$ cat src/rtl/wsched_pkg.sv
// Shared definitions for the weight-load scheduler: state encoding, counter
// width and the configuration legality check.
package wsched_pkg;

    localparam int CNT_W     = 8;
    localparam int MAX_K_DEF = 16;

    typedef enum logic [2:0] {
        ST_IDLE  = 3'd0,
        ST_LOAD  = 3'd1,
        ST_ARMED = 3'd2,
        ST_READ  = 3'd3,
        ST_DONE  = 3'd4
    } state_t;

    // A job needs at least one word per buffer, no more words than a buffer
    // holds, and at least one read pass.
    function automatic logic cfg_ok(input logic [CNT_W-1:0] k,
                                    input logic [CNT_W-1:0] np,
                                    input int unsigned      max_k);
        return (k != '0) && (32'(k) <= max_k) && (np != '0);
    endfunction

endpackage

$ cat src/rtl/wsched_burst_cnt.sv
// Up-counter with synchronous clear and a terminal-count flag against a
// runtime limit. Clear wins over increment.
module wsched_burst_cnt
    import wsched_pkg::*;
#(
    parameter int W = CNT_W
) (
    input  logic         clk,
    input  logic         rstn,
    input  logic         i_clr,
    input  logic         i_inc,
    input  logic [W-1:0] i_tc_val,
    output logic         o_tc
);

    logic [W-1:0] r_cnt;

    // Count register: clear has priority, then increment, otherwise hold.
    always_ff @(posedge clk or negedge rstn) begin
        if (!rstn) begin
            r_cnt <= '0;
        end else if (i_clr) begin
            r_cnt <= '0;
        end else if (i_inc) begin
            r_cnt <= r_cnt + W'(1);
        end
    end

    assign o_tc = (r_cnt == i_tc_val);

endmodule

$ cat src/rtl/weight_load_sched.sv
// Weight-load scheduler: fills NUM_BUF weight buffers round-robin from one
// valid/ready stream, then issues num_passes read bursts on PE request.
//
//   state    | meaning
//   ---------+-------------------------------------------------------------
//   ST_IDLE  | waiting for start; bad configuration raises cfg_err
//   ST_LOAD  | accepting kernel_size words per buffer, buffer 0 upward
//   ST_ARMED | buffers full, waiting for rd_req to launch a burst
//   ST_READ  | burst in progress, kernel_size cycles
//   ST_DONE  | one-cycle done pulse, then back to idle
module weight_load_sched
    import wsched_pkg::*;
#(
    parameter int DATA_WIDTH = 16,
    parameter int NUM_BUF    = 4,
    parameter int MAX_K      = MAX_K_DEF
) (
    input  logic                  clk,
    input  logic                  rstn,
    input  logic                  start,
    input  logic                  abort,
    input  logic [CNT_W-1:0]      kernel_size,
    input  logic [CNT_W-1:0]      num_passes,
    input  logic [DATA_WIDTH-1:0] s_data,
    input  logic                  s_valid,
    output logic                  s_ready,
    output logic [NUM_BUF-1:0]    buf_flush,
    output logic [DATA_WIDTH-1:0] buf_data,
    input  logic                  rd_req,
    output logic                  rd_start,
    output logic                  rd_active,
    output logic                  busy,
    output logic                  done,
    output logic                  cfg_err
);

    localparam int SEL_W = (NUM_BUF > 1) ? $clog2(NUM_BUF) : 1;
    localparam logic [SEL_W-1:0] SEL_LAST = SEL_W'(NUM_BUF - 1);

    state_t             r_state;
    state_t             w_next;
    logic [CNT_W-1:0]   r_k;
    logic [CNT_W-1:0]   r_np;
    logic [SEL_W-1:0]   r_sel;
    logic               r_cfg_err;

    logic               w_cfg_ok;
    logic               w_accept;
    logic               w_reject;
    logic               w_load_go;
    logic               w_hs;
    logic               w_in_read;
    logic [CNT_W-1:0]   w_k_last;
    logic [CNT_W-1:0]   w_np_last;
    logic               w_wtc;
    logic               w_rtc;
    logic               w_ptc;
    logic               w_sel_last;
    logic [NUM_BUF-1:0] w_flush;

    assign w_cfg_ok  = cfg_ok(kernel_size, num_passes, MAX_K);
    assign w_accept  = (r_state == ST_IDLE) & start & w_cfg_ok & ~abort;
    assign w_reject  = (r_state == ST_IDLE) & start & ~w_cfg_ok & ~abort;

    // Abort suppresses the state-decoded strobes in the very cycle it arrives.
    assign w_load_go = (r_state == ST_LOAD) & ~abort;
    assign w_hs      = s_valid & w_load_go;
    assign w_in_read = (r_state == ST_READ) & ~abort;

    // k_r and np_r are never zero while in use, so these do not wrap.
    assign w_k_last   = r_k - CNT_W'(1);
    assign w_np_last  = r_np - CNT_W'(1);
    assign w_sel_last = (r_sel == SEL_LAST);

    // Words written into the current buffer; wraps on the buffer's last word.
    wsched_burst_cnt #(.W(CNT_W)) u_wcnt (
        .clk      (clk),
        .rstn     (rstn),
        .i_clr    (abort | w_accept | (w_hs & w_wtc)),
        .i_inc    (w_hs),
        .i_tc_val (w_k_last),
        .o_tc     (w_wtc)
    );

    // Cycle position inside the current read burst.
    wsched_burst_cnt #(.W(CNT_W)) u_rcnt (
        .clk      (clk),
        .rstn     (rstn),
        .i_clr    (abort | w_accept | rd_start),
        .i_inc    (w_in_read),
        .i_tc_val (w_k_last),
        .o_tc     (w_rtc)
    );

    // Completed read passes for this job.
    wsched_burst_cnt #(.W(CNT_W)) u_pcnt (
        .clk      (clk),
        .rstn     (rstn),
        .i_clr    (abort | w_accept),
        .i_inc    (w_in_read & w_rtc),
        .i_tc_val (w_np_last),
        .o_tc     (w_ptc)
    );

    // Job configuration is captured only when a start is accepted.
    always_ff @(posedge clk or negedge rstn) begin
        if (!rstn) begin
            r_k  <= '0;
            r_np <= '0;
        end else if (w_accept) begin
            r_k  <= kernel_size;
            r_np <= num_passes;
        end
    end

    // Buffer select advances after the last word of each buffer.
    always_ff @(posedge clk or negedge rstn) begin
        if (!rstn) begin
            r_sel <= '0;
        end else if (abort | w_accept) begin
            r_sel <= '0;
        end else if (w_hs & w_wtc) begin
            r_sel <= w_sel_last ? '0 : r_sel + SEL_W'(1);
        end
    end

    // Rejected starts are flagged the cycle after, so the flag is clean in reset.
    always_ff @(posedge clk or negedge rstn) begin
        if (!rstn) begin
            r_cfg_err <= 1'b0;
        end else begin
            r_cfg_err <= w_reject;
        end
    end

    // State register.
    always_ff @(posedge clk or negedge rstn) begin
        if (!rstn) begin
            r_state <= ST_IDLE;
        end else begin
            r_state <= w_next;
        end
    end

    // Next-state decode; abort overrides every transition.
    always_comb begin
        w_next = r_state;
        case (r_state)
            ST_IDLE: begin
                if (start && w_cfg_ok) w_next = ST_LOAD;
            end
            ST_LOAD: begin
                if (w_hs && w_wtc && w_sel_last) w_next = ST_ARMED;
            end
            ST_ARMED: begin
                if (rd_req) w_next = ST_READ;
            end
            ST_READ: begin
                if (w_rtc) w_next = w_ptc ? ST_DONE : ST_ARMED;
            end
            ST_DONE: begin
                w_next = ST_IDLE;
            end
            default: begin
                w_next = ST_IDLE;
            end
        endcase
        if (abort) w_next = ST_IDLE;
    end

    // One-hot write enable for the buffer currently being filled.
    always_comb begin
        w_flush = '0;
        if (w_hs) w_flush[r_sel] = 1'b1;
    end

    assign s_ready   = w_load_go;
    assign buf_flush = w_flush;
    assign buf_data  = (r_state == ST_LOAD) ? s_data : '0;
    assign rd_start  = (r_state == ST_ARMED) & rd_req & ~abort;
    assign rd_active = (r_state == ST_READ);
    assign busy      = (r_state != ST_IDLE);
    assign done      = (r_state == ST_DONE);
    assign cfg_err   = r_cfg_err;

endmodule

$ cat config.mk
export PLATFORM = sky130hd
export DESIGN_NAME = weight_load_sched
export DESIGN_NICKNAME = d
export VERILOG_FILES = /design/src/rtl/wsched_pkg.sv /design/src/rtl/wsched_burst_cnt.sv /design/src/rtl/weight_load_sched.sv
export SDC_FILE = /design/constraint.sdc
export NUM_CORES = 1
export LEC_CHECK = 0
export CORE_MARGIN = 8
export CORE_UTILIZATION = 52
export DETAILED_ROUTE_END_ITERATION = 10
export HOLD_SLACK_MARGIN = 0.02
export PLACE_DENSITY = 0.86
export SLEW_MARGIN = 20
export SYNTH_ARGS = -nofsm -noshare
export SYNTH_HDL_FRONTEND = slang
export SYNTH_SLANG_ARGS = --single-unit
$ cat constraint.sdc
create_clock -name clk -period 3.2 [get_ports clk]
set_input_delay 0.8 -clock clk [delete_from_list [all_inputs] [get_ports clk]]
set_output_delay 0.8 -clock clk [all_outputs]
set_load 0.05 [all_outputs]
==> impl_metrics.json <==
{
  "initial_core_util": 0.542,
  "grt_pass1_wl_mm": 14.3,
  "powerDensity_nw_per_um2": 388,
  "maxCapViolations": 0,
  "period_minus_slack_ns": 3.03,
  "ir_worst_vdd_mv": 0.395,
  "p_leak_nw": 1.81,
  "seq_area_um2": 1150,
  "grt_pass1_vias": 3089,
  "avgSynthCellArea_um2": 9.05,
  "drive_above_1_share": 0.138,
  "ys_ff_latch": 46,
  "worstSetupEndpointType": "primary output",
  "ys_warn_count": 0,
  "core_area_um2": 5960,
  "slowest_delay_ns": 0.50,
  "io_pins": 64,
  "nNetsFinal": 459,
  "slew_headroom": 0.611,
  "synth_edf_count": 0,
  "clkLatencyLatePin_ns": 0.31,
  "via_per_inst": 6.00,
  "cts_sinks": 46,
  "synthArstFlopShare": 1.00,
  "synthTopCellsByArea": "dfrtp_1 (36%), xnor2_1 (6.8%), and2_1 (5.0%)",
  "yosysSeqAreaShare": 0.356,
  "cts_root_buf": "clkbuf_8",
  "crit_chain": "clkdlybuf4s50_1, buf_4, nor3_1, and3_1, buf_12",
  "final_antenna_net_count": 0,
  "wire_per_inst_um": 17.2,
  "holdBufCountCts": 0,
  "overflow": 0,
  "hold_violations": 0,
  "finalSetupViolations": 0,
  "htreeDepth": 2,
  "critPathTopFamily": "buffers and inverters",
  "syn-cell-area_um2": 3230,
  "synth.top_cell.area_share": 0.356,
  "place.gp.congestion": 0.879,
  "area_delta_synth_final_pct": 30.7,
  "yosysTopAreaCell": "dfrtp_1",
  "arrival_ns": 2.23,
  "rsz0062_at_grt": "no",
  "rr_startpoint": "r_k[0]",
  "cp_slowest_cell": "clkdlybuf4s50_1",
  "globalRouteTotalUtil": 0.196,
  "syn_nets": 404,
  "syn_inst": 357,
  "synthFlopType": "dfrtp_1",
  "numCtsBuffers": 5,
  "grt_max_degree": 47,
  "drc": 0,
  "first_iter_violations": 148,
  "path_buf_inv": 3,
  "clock_path_buffers": 2,
  "die_w_um": 94.8,
  "fill_cells": 445,
  "critPathMaxFanout": 6,
  "io_buffers": 63,
  "slew_viol_final": 0,
  "num_vias": 2928,
  "clock.fmax_mhz": 330,
  "cp.required_ns": 2.40,
  "grt_antenna_before_repair": 0,
  "cp-start-kind": "input pin",
  "die_h_um": 94.8,
  "drtPass1Iterations": 5,
  "fin_skew_ns": 0.0109,
  "worst_slew_pin_slew_ns": 0.579,
  "wirelength_mm": 8.42,
  "hp-class": "in2async",
  "num_antenna_cells": 0,
  "critical_path_class": "in2out",
  "num_rows": 28,
  "worstSetupStartpoint": "abort",
  "dp.final_hpwl_mm": 6.46,
  "yosysMostFrequentCell": "dfrtp_1",
  "min_period_over_period": 0.948,
  "outcome": "finished, final reports clean",
  "ys_types": 56,
  "p_total_mw": 1.64,
  "cts_tree": "built",
  "cts.clk_slew.worst_paths_ns": 0.09,
  "tns_ns": 0,
  "dieArea_um2": 8990,
  "multi_input_area_um2": 1940,
  "ys_top_cells_by_count": "dfrtp_1 (46), nor2_1 (35), and2_1 (26)"
}
registers in the layout (all words and copies together), names as in the netlist:
name	count
cfg_err	1
r_k	8
r_np	8
r_sel	2
r_state	3
u_pcnt.r_cnt	8
u_rcnt.r_cnt	8
u_wcnt.r_cnt	8
report_power, final:
part	switching, mW	leakage, nW	internal (mW)
logic	0.267	1.13	0.248
clock network	0.202	0.0524	0.234
registers	0.0718	0.626	0.616
cell families after synthesis:
logic type / Yosys count / share of synthesized area
xor gates and xnor gates: 44 / 0.122
AOI/OAI and AO/OA: 44 / 0.0953
adders and majority gates: 9 / 0.0349
DFF: 46 / 0.356
buffers and inverters: 31 / 0.0453
and+or+nand+nor: 164 / 0.282
muxes: 19 / 0.0639
cell usage in the layout (no fill, tap or decap), types with 9 or more instances in the layout:
cell type	netlist	layout
and2_1	26	26
buf_12	0	22
clkdlybuf4s50_1	0	40
dfrtp_1	46	46
ha_1	9	9
inv_1	10	10
mux2_2	13	13
nand2_1	24	24
nand4_1	10	10
nor2_1	35	35
nor3_1	10	10
xnor2_1	25	25
xor2_1	18	18
through the flow:
stage               instance area [um2]  cells  setup slack [ns]   util  hold WS (ns)
detailed placement                 4110    480             0.159  0.689         0.517
global route                       4220    488            0.0397  0.709         0.540
floorplan                          3230    357             0.428      -         0.501
finish                             4220    488             0.166  0.709         0.480
global placement                   4110    480             0.191  0.689         0.515
CTS                                4210    488             0.139  0.707         0.537
area by class of cell:
cell class / instances / share of cell area
multi-input combinational: 280 / 0.459
sequential: 46 / 0.273
timing repair buffer: 69 / 0.212
tap: 75 / 0.0222
clock buffer: 7 / 0.0181
inverter: 10 / 0.00889
clock inverter: 1 / 0.00711
routing by layer:
layer  part of all wire  track usage  routed length (um)
met1               0.38        0.222                3170
met3              0.042       0.0349                 355
met4              0.012       0.0611                 101
met5                  0            0                   0
met2               0.57        0.363                4790
path summary, 6_finish.rpt:
path / endpoint / slack (ns) / depth (start not counted)
min in group clk: r_np[7] / 0.53 / 1
setup / recovery: rd_start / 0.17 / 5
max in group asynchronous: u_wcnt.r_cnt[7] / 2.31 / 1
hold reg to reg: r_np[7] / 0.53 / 1
hold / removal: u_rcnt.r_cnt[4] / 0.48 / 1
setup reg to reg: r_sel[0] / 0.27 / 8
what timing repair did:
item,in CTS,in global routing
gates resized for setup,0,2
endpoints found under the setup margin,0,9
buffers inserted,0,0
No activity file was read; power rests on OpenSTA's default activity.
==> variant 1: new RTL, same flow settings <==
Put one more register stage on the output `cfg_err`, with the module's reset. The value now appears one clock later. The other outputs are not delayed to match.
--- a/src/rtl/weight_load_sched.sv
+++ b/src/rtl/weight_load_sched.sv
@@ -181,7 +181,13 @@
     assign rd_active = (r_state == ST_READ);
     assign busy      = (r_state != ST_IDLE);
     assign done      = (r_state == ST_DONE);
-    assign cfg_err   = r_cfg_err;
+    always_ff @(posedge clk or negedge rstn) begin
+        if (!rstn) begin
+            cfg_err <= '0;
+        end else begin
+            cfg_err <= r_cfg_err;
+        end
+    end
 
 endmodule
 
Formal check against the unedited RTL: not equivalent (a bounded check fails within 4 cycles, from zero or initial values and one cycle with rstn low).
==> variant 1 against the original RTL <==
Worst setup slack improved by 0.14 ns. Largest power group unchanged. Wire length decreased by 4.1%. Non-clock buffer count increased by 1. Count of clock-buffer cells in the layout decreased by 2. Total power increased by 6.7%. Combinational power increased by 1%. Sequential cell count increased by 1. Highest routed layer unchanged. Final area increased by 1.5%. Cell count increased by 0.82%. Synthesized area increased by 0.77%. Critical path type is now register to register. Critical endpoint is now r_sel[0]. Global-route usage decreased by 1.2 points. Utilization decreased by 1.8 points.
==> variant 1: results (changes against the original RTL) <==
Power and ir drop
  • Leak pwr: 1.84 nW (+1.6%)
  • Max VDD drop: 339 µV (-14%)

Drt
  • Final WL: 8.07 mm (-4.1%)
  • Via count: 2827 (-3.4%)
  • First-pass DRT Iterations: 5 (unchanged)
  • Drc violations: 0 (unchanged)
  • DRT iter0 DRCs: 192 (+30%)

Worst setup path
  • Reg2Reg Setup Slack: 0.30 ns (+0.03 ns)
  • Crit path DAT: 3.13 ns (+0.90 ns)
  • Worst setup startpoint: r_k[0]
  • Critical Path Sink: r_sel[0]
  • R2R depth: 8 (unchanged)
  • Critical-path maximum fanout: 6 (unchanged)

Finish
  • # fillers: 451 (+1.3%)
  • Diode count: 0 (unchanged)
  • Nets: 461 (+0.44%)
  • Layout cells sized above 1: 14.5% (+0.66 points)

Yosys
  • Post-synthesis sequential area ratio: 36.1% (+0.49 points)
  • Most frequent cells after synthesis: dfrtp_1 (47), nor2_1 (35), and2_1 (26)
  • Syn_nets: 405 (+0.25%)
  • Main area contributors after synthesis: dfrtp_1 (36%), xnor2_1 (6.7%), and2_1 (5.0%)
  • Yosys warns: 0 (unchanged)
  • Ys async rst share: 100% (unchanged)
  • Synth unique cells: 56 (unchanged)
  • Main synth FF type: dfrtp_1

Min path
  • Worst min-delay path class: register to register

Global route
  • Largest net degree at the start of global routing: 48 (+2.1%)
  • All-layer global routing usage: 18.4% (-1.2 points)
  • Initial antenna violation count: 0 (unchanged)
  • First-pass GRT wire length: 13.4 mm (-6.7%)

Clocking
  • Worst skew pair latency: 0.31 ns (about the same)
  • Root buf cell: clkbuf_8
  • TritonCTS Buffers: 5 (unchanged)
  • Buffer count from post-CTS setup fixing: 0 (unchanged)
  • Clk buf depth: 2 (unchanged)
  • Clk slew on worst S/H paths: 0.09 ns (about the same)
  • H-tree depth: 2 (unchanged)
  • Post-cts resize count: 0 (unchanged)

Placement
  • Final GP Congestion: 0.870 (-1.0%)
  • Post-DP HPWL: 6.09 mm (-5.7%)
  • Cell Area, Placed: 4140 µm² (+0.85%)
  • Port bufs: 63 (unchanged)

STA
  • Clock skew: 0.0111 ns (+0.000217 ns)
  • Slew at the pin with the worst max-slew slack: 0.595 ns (+0.0166 ns)

Status
  • Status: complete, no violations
-- variant 1: changes by cell type after synthesis, sizes merged --
cell	change
dfrtp	+1
-- variant 1: how the worst min path moves through the flow --
| stage | start | to | slack [ns] | cells past startpoint |
|---|---|---|---|---|
| 2_1_floorplan | r_cfg_err | cfg_err | 0.33 | 0 |
| 3_3_place_gp | r_cfg_err | cfg_err | 0.33 | 0 |
| 3_5_place_dp | r_cfg_err | cfg_err | 0.34 | 0 |
| 4_1_cts | r_cfg_err | cfg_err | 0.36 | 0 |
| 5_1_grt | r_cfg_err | cfg_err | 0.38 | 0 |
| 6_report | r_cfg_err | cfg_err | 0.35 | 0 |
-- variant 1: logic make-up (layout without fill, tap and decap cells) --
logic type	count (synthesis)	count (layout)	synth area share [%]
and+or+nand+nor	164	164	28.0
DFF	47	47	36.1
AOI/OAI and AO/OA	44	44	9.46
xor gates and xnor gates	44	44	12.1
buffers and inverters	31	88	4.50
muxes	19	19	6.34
adders and majority gates	9	9	3.46
-- variant 1: through the flow --
stage	std cells	power, mW	setup slack [ns]	hold WS, ns	util (%)
after floorplan	358	1.06	0.428	0.331	-
after global placement	484	1.19	0.261	0.334	66.7
after detailed placement	484	1.21	0.136	0.336	66.7
after CTS	492	1.75	0.237	0.359	68.9
after global routing	492	1.83	0.122	0.377	69.1
final	492	1.75	0.303	0.352	69.1
-- variant 1: critical path, stage by stage (launching register included) --
cell and delay [ns]:
dfrtp_1 0.46, inv_1 0.13, ha_1 0.23, nand2b_1 0.17
or3_1 0.38, a2111oi_1 0.58, o2111ai_2 0.32, or3_1 0.38
a21oi_1 0.16
-- variant 1: report_power, final --
group | switching [mW] | internal [mW]
logic | 0.273 | 0.248
registers | 0.0699 | 0.630
clock network | 0.215 | 0.312
-- variant 1: cell type report --
class	count	area share [%]
multi-input cells	280	45.2
flip-flops and latches	47	27.4
repair buffers	70	21.0
well taps	77	2.25
clock buffers	5	1.61
clock inverters	3	1.58
inverters	10	0.876
-- variant 1: routing by layer --
metal,share of wire [%],track usage [%],vias to the layer above
met5,0,0,-
met1,38,20.7,1365
met4,1.4,6.11,0
met2,55,33.1,83
li1,-,-,1363
met3,5.1,4.57,16
==> variant 2: new RTL, same settings <==
Made on the original files. Change the parameter `DATA_WIDTH` from 16 to 12.
--- a/src/rtl/weight_load_sched.sv
+++ b/src/rtl/weight_load_sched.sv
@@ -11,7 +11,7 @@
 module weight_load_sched
     import wsched_pkg::*;
 #(
-    parameter int DATA_WIDTH = 16,
+    parameter int DATA_WIDTH = 12,
     parameter int NUM_BUF    = 4,
     parameter int MAX_K      = MAX_K_DEF
 ) (
Interface: changed (resized buf_data and s_data); port bits go from 64 to 56. The function was not compared with the original's and may differ.
==> variant 2 against the original RTL <==
Critical path depth is 1 lower. Worst setup slack better by 0.12 ns. Sequential cell count stayed put. Critical path type unchanged. Final area is 7.6% lower. Die area is 2.0% lower. Global-route usage is 1.6 points lower. Register-to-register slack better by 0.07 ns. Maximum frequency is 4.1% higher. Via count is 8.2% lower. Synthesized area is 2.4% lower. Cell count is 3.5% lower. Wire length is 11% lower.
Power is not compared: it rests on default switching activity, and its combinational part moved more than twofold at a synthesized area within 25%.
==> variant 2: results (changes against the original RTL) <==
Finish
  • # fillers: 461 (+3.6%)
  • Layout cells sized above 1: 15.7% (+1.9 points)
  • Fin cells: 471 (-3.5%)
  • Core Util, Final: 66.3% (-4.6 points)
  • Nets: 438 (-4.6%)

STA
  • Final min period: 2.92 ns (-0.119 ns)
  • Min Hold Slack: 0.491 ns (+0.0106 ns)
  • Clock skew: 0.0122 ns (+0.00129 ns)

Yosys
  • Main area contributors after synthesis: dfrtp_1 (37%), xor2_1 (5.6%), mux2_2 (5.0%)
  • Synth unique cells: 58 (+3.6%)
  • Syn_nets: 381 (-5.7%)
  • Post-synthesis sequential area ratio: 36.5% (+0.86 points)
  • Synth Instances: 338 (-5.3%)
  • Most frequent cells after synthesis: dfrtp_1 (46), nor2_1 (39), nand2_1 (27)

Drt
  • DRT iter0 DRCs: 127 (-14%)
  • Via count: 2687 (-8.2%)
  • First-pass DRT Iterations: 5 (unchanged)
  • WL met3: 280 µm (-21%)
  • Met2 wire length: 4.09 mm (-15%)
  • Top Layer Used: met4
  • Met1 WL: 2.96 mm (-6.6%)
  • Routed len/inst: 16.0 µm (-7.5%)

Clocking
  • Buffer count from post-CTS setup fixing: 0 (unchanged)
  • Clk slew on worst S/H paths: 0.09 ns (about the same)

Placement
  • Cell Area, Placed: 3810 µm² (-7.3%)
  • Post-DP HPWL: 5.78 mm (-11%)
  • Port bufs: 55 (-13%)
  • Placed cell count: 463 (-3.5%)
  • Final GP Congestion: 0.862 (-1.9%)
  • Setup WS pre-CTS: 0.127 ns (-0.0316 ns)

Global route
  • All-layer global routing usage: 18.0% (-1.6 points)
  • M1 GR Usage: 19.5% (-2.7 points)
  • Number of global-route vias before repair: 2811 (-9.0%)
  • M3 GR Usage: 3.20% (-0.29 points)
  • First-pass GRT wire length: 12.9 mm (-10%)
  • M2 GR Usage: 33.4% (-2.8 points)

Worst setup path
  • CP delay by family, top: buffers and inverters
  • Crit path DAT: 2.12 ns (-0.11 ns)
  • FF-to-FF End: u_pcnt.r_cnt[7]
  • Reg2Reg Setup Slack: 0.34 ns (+0.07 ns)
  • Crit path largest cell delay: 0.52 ns (+0.02 ns)
  • R2R depth: 10 (+2)
  • Critical Path Sink: buf_flush[0]

Status
  • Status: complete, no violations

Power and ir drop
  • P_seq: 747 µW
  • Max VDD drop: 371 µV
-- variant 2: cell types whose count changed in the layout (fill, tap and decap cells not counted), moves of 4 or more --
cell	unedited run	this run
nor2b_1	7	3
nor2_1	35	39
and2_1	26	19
buf_12	22	6
clkdlybuf4s50_1	40	36
xnor2_1	25	17
a21oi_1	7	14
or4_1	6	2
buf_4	7	22
o211ai_1	7	1
-- variant 2: kinds of logic (layout without fill, tap and decap cells) --
| logic type | after synthesis | count (layout) | share of synthesized area, % |
|---|---|---|---|
| simple gates | 153 | 153 | 26.9 |
| compound gates | 46 | 46 | 10.8 |
| flops | 46 | 46 | 36.5 |
| xor+xnor | 38 | 38 | 11.0 |
| buf+inv | 25 | 83 | 3.93 |
| mux | 21 | 21 | 7.22 |
| fa+ha+maj | 9 | 9 | 3.57 |
-- variant 2: final cells by class --
class	count	share of cell area, %
repair buffers	64	16.5
flip-flops and latches	46	29.5
clock buffers	7	2.21
clock inverters	1	0.128
multi-input cells	267	48.1
well taps	75	2.41
inverters	11	1.06
